**src/rtl/tcs_color_classifier.sv**
```systemverilog
// -----------------------------------------------------------------------------
// tcs_color_classifier
// Latches one TCS34725 RGBC sample, computes each colour channel's 8-bit share
// of R+G+B with a single shared restoring divider, and classifies the sample
// into a colour code. Results are registered and held until the next sample.
//
// Ports:
//   clk           system clock
//   rst           asynchronous active-low reset
//   sample_valid  one-cycle strobe qualifying red/green/blue/clear
//   red/green/blue/clear  raw 16-bit sensor counts
//   busy          high from the cycle after acceptance until result_valid
//   result_valid  one-cycle pulse when new results are presented
//   color_code    0 DARK, 1 RED, 2 GREEN, 3 BLUE, 4 YELLOW, 5 WHITE
//   r_frac/g_frac/b_frac  floor(ch*256/sum), saturated to 255
//   drop_cnt      saturating count of strobes ignored while busy
// -----------------------------------------------------------------------------
module tcs_color_classifier #(
   parameter logic [15:0] DARK_THRESH  = 16'h0100,
   parameter logic [7:0]  DOM_THRESH   = 8'd128,
   parameter logic [7:0]  YEL_THRESH   = 8'd96,
   parameter logic [7:0]  BLUE_MAX_YEL = 8'd64
) (
   input  logic        clk,
   input  logic        rst,
   input  logic        sample_valid,
   input  logic [15:0] red,
   input  logic [15:0] green,
   input  logic [15:0] blue,
   input  logic [15:0] clear,
   output logic        busy,
   output logic        result_valid,
   output logic [2:0]  color_code,
   output logic [7:0]  r_frac,
   output logic [7:0]  g_frac,
   output logic [7:0]  b_frac,
   output logic [7:0]  drop_cnt
);

   localparam int unsigned CH_W     = 16;
   localparam int unsigned SUM_W    = 18;
   localparam int unsigned FRAC_W   = 8;
   localparam int unsigned QUO_W    = 9;   // quotient range 0..256
   localparam int unsigned REM_W    = 19;  // partial remainder < 2*sum
   localparam int unsigned ITER_W   = 4;
   localparam int unsigned CNT_W    = 8;
   localparam int unsigned CODE_W   = 3;
   localparam int unsigned DIV_LAST = 8;   // 9 iterations per channel

   localparam logic [CODE_W-1:0] CODE_DARK   = 3'd0;
   localparam logic [CODE_W-1:0] CODE_RED    = 3'd1;
   localparam logic [CODE_W-1:0] CODE_GREEN  = 3'd2;
   localparam logic [CODE_W-1:0] CODE_BLUE   = 3'd3;
   localparam logic [CODE_W-1:0] CODE_YELLOW = 3'd4;
   localparam logic [CODE_W-1:0] CODE_WHITE  = 3'd5;

   typedef struct packed {
      logic [CH_W-1:0] red;
      logic [CH_W-1:0] green;
      logic [CH_W-1:0] blue;
      logic [CH_W-1:0] clear;
   } rgbc_t;

   typedef enum logic [2:0] {
      ST_IDLE,
      ST_SUM,
      ST_DIV_R,
      ST_DIV_G,
      ST_DIV_B,
      ST_CLASSIFY
   } state_t;

   state_t              state_q, state_d;
   rgbc_t               smp_q, smp_d;
   logic [SUM_W-1:0]    sum_q, sum_d;
   logic                dark_q, dark_d;
   logic [REM_W-1:0]    rem_q, rem_d;
   logic [QUO_W-1:0]    quo_q, quo_d;
   logic [ITER_W-1:0]   iter_q, iter_d;
   logic [FRAC_W-1:0]   rf_q, rf_d, gf_q, gf_d, bf_q, bf_d;

   logic                busy_d, result_valid_d;
   logic [CODE_W-1:0]   color_code_d;
   logic [FRAC_W-1:0]   r_frac_d, g_frac_d, b_frac_d;
   logic [CNT_W-1:0]    drop_cnt_d;

   logic [SUM_W-1:0]    sum_c;
   logic                rem_ge_c;
   logic [REM_W-1:0]    rem_sub_c, rem_step_c;
   logic [QUO_W-1:0]    quo_step_c;
   logic [FRAC_W-1:0]   frac_sat_c;
   logic                div_last_c;
   logic [FRAC_W-1:0]   max_frac_c;
   logic [CODE_W-1:0]   dom_code_c, class_c;

   // R+G+B of the latched sample
   assign sum_c = SUM_W'(smp_q.red) + SUM_W'(smp_q.green) + SUM_W'(smp_q.blue);

   // One restoring-division step: compare, conditionally subtract, shift
   assign rem_ge_c   = (rem_q >= REM_W'(sum_q));
   assign rem_sub_c  = rem_ge_c ? (rem_q - REM_W'(sum_q)) : rem_q;
   assign rem_step_c = REM_W'({rem_sub_c, 1'b0});
   assign quo_step_c = QUO_W'({quo_q, rem_ge_c});
   assign frac_sat_c = quo_step_c[QUO_W-1] ? '1 : quo_step_c[FRAC_W-1:0];
   assign div_last_c = (iter_q == ITER_W'(DIV_LAST));

   // Classification in priority order; dominant-channel ties resolve R > G > B
   always_comb begin
      max_frac_c = rf_q;
      dom_code_c = CODE_RED;
      class_c    = CODE_WHITE;
      if ((rf_q >= gf_q) && (rf_q >= bf_q)) begin
         max_frac_c = rf_q;
         dom_code_c = CODE_RED;
      end else if (gf_q >= bf_q) begin
         max_frac_c = gf_q;
         dom_code_c = CODE_GREEN;
      end else begin
         max_frac_c = bf_q;
         dom_code_c = CODE_BLUE;
      end
      if (dark_q) begin
         class_c = CODE_DARK;
      end else if (max_frac_c >= DOM_THRESH) begin
         class_c = dom_code_c;
      end else if ((rf_q >= YEL_THRESH) && (gf_q >= YEL_THRESH) &&
                   (bf_q < BLUE_MAX_YEL)) begin
         class_c = CODE_YELLOW;
      end else begin
         class_c = CODE_WHITE;
      end
   end

   // Next-state and next-output logic
   always_comb begin
      state_d        = state_q;
      smp_d          = smp_q;
      sum_d          = sum_q;
      dark_d         = dark_q;
      rem_d          = rem_q;
      quo_d          = quo_q;
      iter_d         = iter_q;
      rf_d           = rf_q;
      gf_d           = gf_q;
      bf_d           = bf_q;
      busy_d         = busy;
      result_valid_d = 1'b0;
      color_code_d   = color_code;
      r_frac_d       = r_frac;
      g_frac_d       = g_frac;
      b_frac_d       = b_frac;
      drop_cnt_d     = drop_cnt;

      // Strobes outside IDLE are dropped and counted
      if (sample_valid && (state_q != ST_IDLE) && (drop_cnt != '1)) begin
         drop_cnt_d = drop_cnt + CNT_W'(1);
      end

      case (state_q)
         ST_IDLE: begin
            if (sample_valid) begin
               smp_d   = '{red: red, green: green, blue: blue, clear: clear};
               busy_d  = 1'b1;
               state_d = ST_SUM;
            end
         end

         ST_SUM: begin
            sum_d = sum_c;
            if ((smp_q.clear < DARK_THRESH) || (sum_c == '0)) begin
               dark_d  = 1'b1;
               rf_d    = '0;
               gf_d    = '0;
               bf_d    = '0;
               state_d = ST_CLASSIFY;
            end else begin
               dark_d  = 1'b0;
               rem_d   = REM_W'(smp_q.red);
               quo_d   = '0;
               iter_d  = '0;
               state_d = ST_DIV_R;
            end
         end

         ST_DIV_R, ST_DIV_G, ST_DIV_B: begin
            rem_d  = rem_step_c;
            quo_d  = quo_step_c;
            iter_d = iter_q + ITER_W'(1);
            if (div_last_c) begin
               quo_d  = '0;
               iter_d = '0;
               case (state_q)
                  ST_DIV_R: begin
                     rf_d    = frac_sat_c;
                     rem_d   = REM_W'(smp_q.green);
                     state_d = ST_DIV_G;
                  end
                  ST_DIV_G: begin
                     gf_d    = frac_sat_c;
                     rem_d   = REM_W'(smp_q.blue);
                     state_d = ST_DIV_B;
                  end
                  default: begin
                     bf_d    = frac_sat_c;
                     state_d = ST_CLASSIFY;
                  end
               endcase
            end
         end

         ST_CLASSIFY: begin
            color_code_d   = class_c;
            r_frac_d       = rf_q;
            g_frac_d       = gf_q;
            b_frac_d       = bf_q;
            result_valid_d = 1'b1;
            busy_d         = 1'b0;
            state_d        = ST_IDLE;
         end

         default: begin
            state_d = ST_IDLE;
         end
      endcase
   end

   // State and output registers
   always_ff @(posedge clk or negedge rst) begin
      if (!rst) begin
         state_q      <= ST_IDLE;
         smp_q        <= '0;
         sum_q        <= '0;
         dark_q       <= 1'b0;
         rem_q        <= '0;
         quo_q        <= '0;
         iter_q       <= '0;
         rf_q         <= '0;
         gf_q         <= '0;
         bf_q         <= '0;
         busy         <= 1'b0;
         result_valid <= 1'b0;
         color_code   <= '0;
         r_frac       <= '0;
         g_frac       <= '0;
         b_frac       <= '0;
         drop_cnt     <= '0;
      end else begin
         state_q      <= state_d;
         smp_q        <= smp_d;
         sum_q        <= sum_d;
         dark_q       <= dark_d;
         rem_q        <= rem_d;
         quo_q        <= quo_d;
         iter_q       <= iter_d;
         rf_q         <= rf_d;
         gf_q         <= gf_d;
         bf_q         <= bf_d;
         busy         <= busy_d;
         result_valid <= result_valid_d;
         color_code   <= color_code_d;
         r_frac       <= r_frac_d;
         g_frac       <= g_frac_d;
         b_frac       <= b_frac_d;
         drop_cnt     <= drop_cnt_d;
      end
   end

endmodule

```
**config.mk**
```make
export PLATFORM = sky130hd
export DESIGN_NAME = tcs_color_classifier
export DESIGN_NICKNAME = d
export VERILOG_FILES = /design/src/rtl/tcs_color_classifier.sv
export SDC_FILE = /design/constraint.sdc
export NUM_CORES = 1
export LEC_CHECK = 0
export BUFFER_PORTS_ARGS = -buffer_cell sky130_fd_sc_hd__buf_4
export CORE_MARGIN = 10
export CORE_UTILIZATION = 60
export CTS_BUF_LIST = sky130_fd_sc_hd__clkbuf_4 sky130_fd_sc_hd__clkbuf_8
export DETAILED_ROUTE_END_ITERATION = 10
export PLACE_DENSITY = 0.85
export RECOVER_POWER = 100
export SLEW_MARGIN = 20
export SYNTH_ARGS = -nofsm -noshare
export SYNTH_HDL_FRONTEND = slang
export SYNTH_SLANG_ARGS = --single-unit
```
**constraint.sdc**
```tcl
create_clock -name clk -period 4.38 [get_ports clk]
set_clock_uncertainty 0.1 [all_clocks]
set_input_delay 0.219 -clock clk [delete_from_list [all_inputs] [get_ports clk]]
set_output_delay 0.219 -clock clk [all_outputs]
set_load 0.005 [all_outputs]
```
== Word-level counts from Yosys, hierarchy flattened ==
Cells that the tools add are included.
Storage, ports and cells
  bits in registers: 178
  latch bits: 0
  memory bits (writable): 0
  ROM bits: 0
  input port bits: 67
  output and inout bits: 37
  word-level logic and storage cells: 106
  memories kept: 0
Operators by class
  $add $sub $neg: 5
  $mul: 0
  divide/modulo/power cells: 0
  order comparisons: 9
  eq/ne operators: 14
  shift-type cells: 0
  mux-type cells: 38
  bitwise logic cells: 0
  reduce and logical (&&, ||, !) cells: 20
Operators by type and width (number)
  $mux W8: 12
  $pmux W19 S2: 2
  $pmux W8 S2: 4
  $mux W19: 2
  $ge A8 B8 Y1: 3
  $ge A19 B18 Y1: 1
  $add A17 B16 Y18: 1
  $logic_not A18 Y1: 1
  $mux W18: 1
  $sub A18 B18 Y18: 1
  $add A16 B16 Y17: 1
  $ge A8 B7 Y1 const B: 2
  $lt A16 B9 Y1 const B: 1
  $mux W3: 5
  $ne A2 B2 Y1 const B: 7
  $reduce_and A4 Y1: 3
  $pmux W3 S3: 1
  $add A8 B1 Y8 const B: 1
  $ge A8 B8 Y1 const B: 1
  $lt A8 B7 Y1 const B: 1
  $mux W4: 2
  $ne A8 B8 Y1 const B: 1
  $pmux W4 S2: 1
  $reduce_and A2 Y1: 4
  other kinds (16): 27

== Depth between registers and ports, before layout ==
  depth after elaboration: 6
  mapped depth: 14
  mapped depth without buffers: 12

== Worst setup path after synthesis ==
Ideal clock, no wire load.
  kind: register to register
  start: reg smp_q[17] in the netlist's numbering
  end: reg gf_q[0]
  setup time: 125 ps
  arrival: 3768 ps
  data required time: 4155 ps
  slack: 387 ps
  stages on the path, launching flop included: 14
  path buffers: 1
  clock period less this slack: 3993 ps
  cells stage by stage: dfrtp_1 -> fa_1 -> ha_1 -> fa_1 -> a21o_1 -> a311o_1 -> a211o_1 -> a32oi_1 -> and4b_1 -> nand4_1 -> o31ai_2 -> buf_4 -> nand2_4 -> mux2_4
Between the ends
  longest elaborated chain between the ends: 5
RTL lines
  from (decl): line 74  | rgbc_t smp_q, smp_d;
  from (signal assigned): line 249  | smp_q <= smp_d;
  $add A17 B16 Y18: line 97  | assign sum_c = SUM_W'(smp_q.red) + SUM_W'(smp_q.green) + SUM_W'(smp_q.blue);
  $logic_not A18 Y1: line 170  | if ((smp_q.clear < DARK_THRESH) || (sum_c == '0)) begin
  $logic_or A1 B1 Y1: line 170
  $ne A2 B2 Y1 (no source line)
  $reduce_and A4 Y1 (no source line)
  to (signal assigned): line 256  | gf_q <= gf_d;
  to (decl): line 80  | logic [FRAC_W-1:0] rf_q, rf_d, gf_q, gf_d, bf_q, bf_d;
Every way passes these cells.
A chain may end at the register's enable or synchronous reset.

== Worst setup path in the final report ==
  start: reg smp_q[17] in the netlist's numbering
  end: reg gf_q[1]
Same word-level chain as after synthesis.

==> metrics.txt <==
run status=finished with violations; failing checks=max-capacitance violations, max-slew violations; crit path to=gf_q[1]$_DFFE_PN0P_; Worst Path Max Fanout=9; met2 WL=11490 um; via count=7597; # nets final=1223; # Max-Cap Violations=3; type of the tightest min-delay check=reg -> reg; Max Fclk=235.6 MHz; Pre-Repair DR Iteration Count=4; EDFF count, synth=0; Die W=148.6 um; cts bufs inserted=17; Crit-path slowest cell=fa_1; core outline area=16060 sq um; Worst Path Required=4.65 ns; Syn Nets=1069; CP Capture Type=flip-flop; die footprint=22090 sq um; drt wl/cell=17.50 um; Yosys cell types=67; Ys Warns=0; Crit Path Class=reg -> reg; Max Transition Viols Final=159; post-synthesis sequential area ratio=42.85%; antenna violations before repair=0; synthesized area=9927 sq um; setup tns final=0 ns; CTS tree=built; synth top area cells=dfrtp_1 43%, ha_1 7.6%, mux2_2 7.3%; minimum clock period=4.244 ns; share of cells above drive strength 1=18.70%; Placer Congestion=0.9761; DR top layer=met4; DR vias/cell=5.813; #FFs+latches synth=170; endpoints failing hold=0; Port-buffer cells=95; first-pass GRT wire length=38670 um; RR Startpoint=smp_q[17]$_DFFE_PN0P_; largest net degree at the start of global routing=104; syn_area_per_cell=10.74 sq um; Finish-stage setup viols=0; register clock-pin slew on the reported worst setup and hold paths=0.10 ns; vias in the first global route=7881; htree depth=4; asr flop ratio synth=100.0%; io pins=104; clk buf depth=2; largest area contributor in the netlist=dfrtp_1; GRT overflow=0; Cell Count, Final, Fillers Out=1307; antenna viol nets, final=0; crit-path cells=fa_1, ha_1, fa_1, a21o_1, a311o_2, a211o_1, a32oi_1, and4b_1, nand4_1, o31ai_4, buf_6, nand2_4, mux2_1; reg-to-reg setup timing slack=0.14 ns; post-DP HPWL=15970 um; crit path DAT=4.52 ns; DR DRC count=0; placed cells=1214; Finished Cell Area=11690 sq um; RSZ-0062 raised after global routing=false; worst r2r dst=gf_q[1]$_DFFE_PN0P_; CP startpoint=smp_q[17]$_DFFE_PN0P_; CP Launch Type=flip-flop; root buffer cell=clkbuf_8; Clock Sinks=170; CP max stage delay=0.49 ns; M1 wire length=9693 um; met3 wire len=1208 um; # diodes=0; Area Overhead vs Synth=17.77%; cell mode on critical path=fa_1; R2R cell count=13; Slew @ Worst Pin=2.527 ns; top_reg_cell synth=dfrtp_1; Total GRT Usage=21.37%; Fill cells=1147; fin crit share=96.90%; Mapped Cells=924; Die Y=148.6 um; Max-slew headroom=-68.48%; Post-DP Area=10890 sq um; num rows=46; clk_lat worst skew=0.49 ns; starting density of the core=61.82%; DR iter-0 viols=426; routed wire length=22880 um; Yosys top cell area share=42.85%
-- worst min-delay path by stage --
stage | cells past startpoint | end | from
3_3_place_gp | 1 | b_frac[0]$_DFFE_PN0P_ | rst
4_1_cts | 2 | b_frac[0]$_DFFE_PN0P_ | rst
3_5_place_dp | 1 | b_frac[0]$_DFFE_PN0P_ | rst
2_1_floorplan | 0 | b_frac[0]$_DFFE_PN0P_ | rst
5_1_grt | 3 | smp_q[35]$_DFFE_PN0P_ | green[3]
6_report | 2 | g_frac[6]$_DFFE_PN0P_ | g_frac[6]$_DFFE_PN0P_
-- logic make-up (layout without fill, tap and decap cells) --
| family | Yosys count | in the layout | synth area share (%) |
|---|---|---|---|
| XOR/XNOR | 29 | 29 | 2.559 |
| multiplexers | 133 | 133 | 15.55 |
| buffers and inverters | 82 | 249 | 3.302 |
| adder cells (fa/ha/maj) | 78 | 78 | 11.19 |
| AO/OA/AOI/OAI | 204 | 204 | 13.80 |
| AND/OR/NAND/NOR | 228 | 228 | 10.74 |
| flip-flops | 170 | 170 | 42.85 |
-- cell usage after synthesis, types with 17 or more instances --
cell,number
mux2i_1,35
ha_1,60
mux2_4,24
mux2_2,64
nor2_1,44
dfrtp_1,170
o21ai_0,55
fa_1,18
xnor2_1,17
a21oi_1,44
clkbuf_1,25
inv_1,47
nand2_1,102
-- through the flow --
step | utilization (%) | worst slack (ns) | hold slack (ns)
detailed placement | 67.80 | -0.01592 | 0.2880
global placement | 67.80 | 0.09116 | 0.2760
floorplan | - | 0.3872 | -0.1766
finish | 72.81 | 0.1358 | 0.3824
global route | 72.81 | 0.01017 | 0.4077
CTS | 73.75 | 0.001069 | 0.3335
-- layout make-up --
| class | count | area, sq um | area share (%) |
|---|---|---|---|
| Multi-Input combinational cell | 672 | 5271 | 45.09 |
| Sequential cell | 170 | 4254 | 36.39 |
| Timing Repair Buffer | 169 | 1344 | 11.49 |
| Tap cell | 216 | 270.3 | 2.312 |
| Clock buffer | 17 | 234.0 | 2.001 |
| Inverter | 48 | 180.2 | 1.541 |
| Clock inverter | 15 | 137.6 | 1.177 |
-- worst max-delay path: cells and delay by family (launching register included) --
family / cells / cell delay (ns)
AOI/OAI and AO/OA: 5 / 1.45
adders and majority gates: 3 / 1.16
and+or+nand+nor: 3 / 0.48
DFF: 1 / 0.42
muxes: 1 / 0.36
buffers and inverters: 1 / 0.18
-- placed cells by master, fill, tap and decap left out, types with 4 or more instances in the layout --
master	count
fa_1	18
a21oi_1	44
nor4_1	5
nand2b_1	6
nor2b_1	5
and2_1	5
inv_1	47
nor2_1	43
o221ai_1	14
a211oi_1	6
o21ai_0	55
dlygate4sd3_1	58
a21o_1	15
mux2i_1	35
clkbuf_2	4
nor3_1	11
a31oi_1	4
or2_2	5
ha_1	60
a22o_1	8
clkbuf_1	18
mux2_2	61
dfrtp_1	170
mux2_1	35
inv_8	6
xnor2_1	17
nand2_1	103
o21a_1	14
nand4_1	6
clkinvlp_4	4
clkbuf_4	25
nand3_1	14
buf_4	62
o211ai_1	5
xor2_1	12
clkbuf_8	17
and3_1	9
-- routing by layer --
metal,up-vias,track usage (%)
met5,-,0
met4,0,7.730
met3,40,3.944
met2,239,36.66
met1,3677,26.26
li1,3641,-
-- flip-flops by register name, indices dropped and copies added, names as in the netlist --
name,count
g_frac,8
r_frac,8
b_frac,8
dark_q,1
gf_q,8
sum_q,18
quo_q,8
drop_cnt,8
iter_q,4
color_code,3
busy,1
rem_q,19
result_valid,1
bf_q,8
rf_q,8
smp_q,56
state_q,3
-- timing repair --
action	4_1_cts	5_1_grt
hold endpoints to repair	158	0
gates cloned	0	0
setup buffers	0	3
pin swaps	0	3
resized for setup	1	2
endpoints found under the setup margin	24	52
hold buffers	58	0
Power is not shown: default switching activity piles up to over one toggle a cycle in this logic, so the estimate is an artifact.
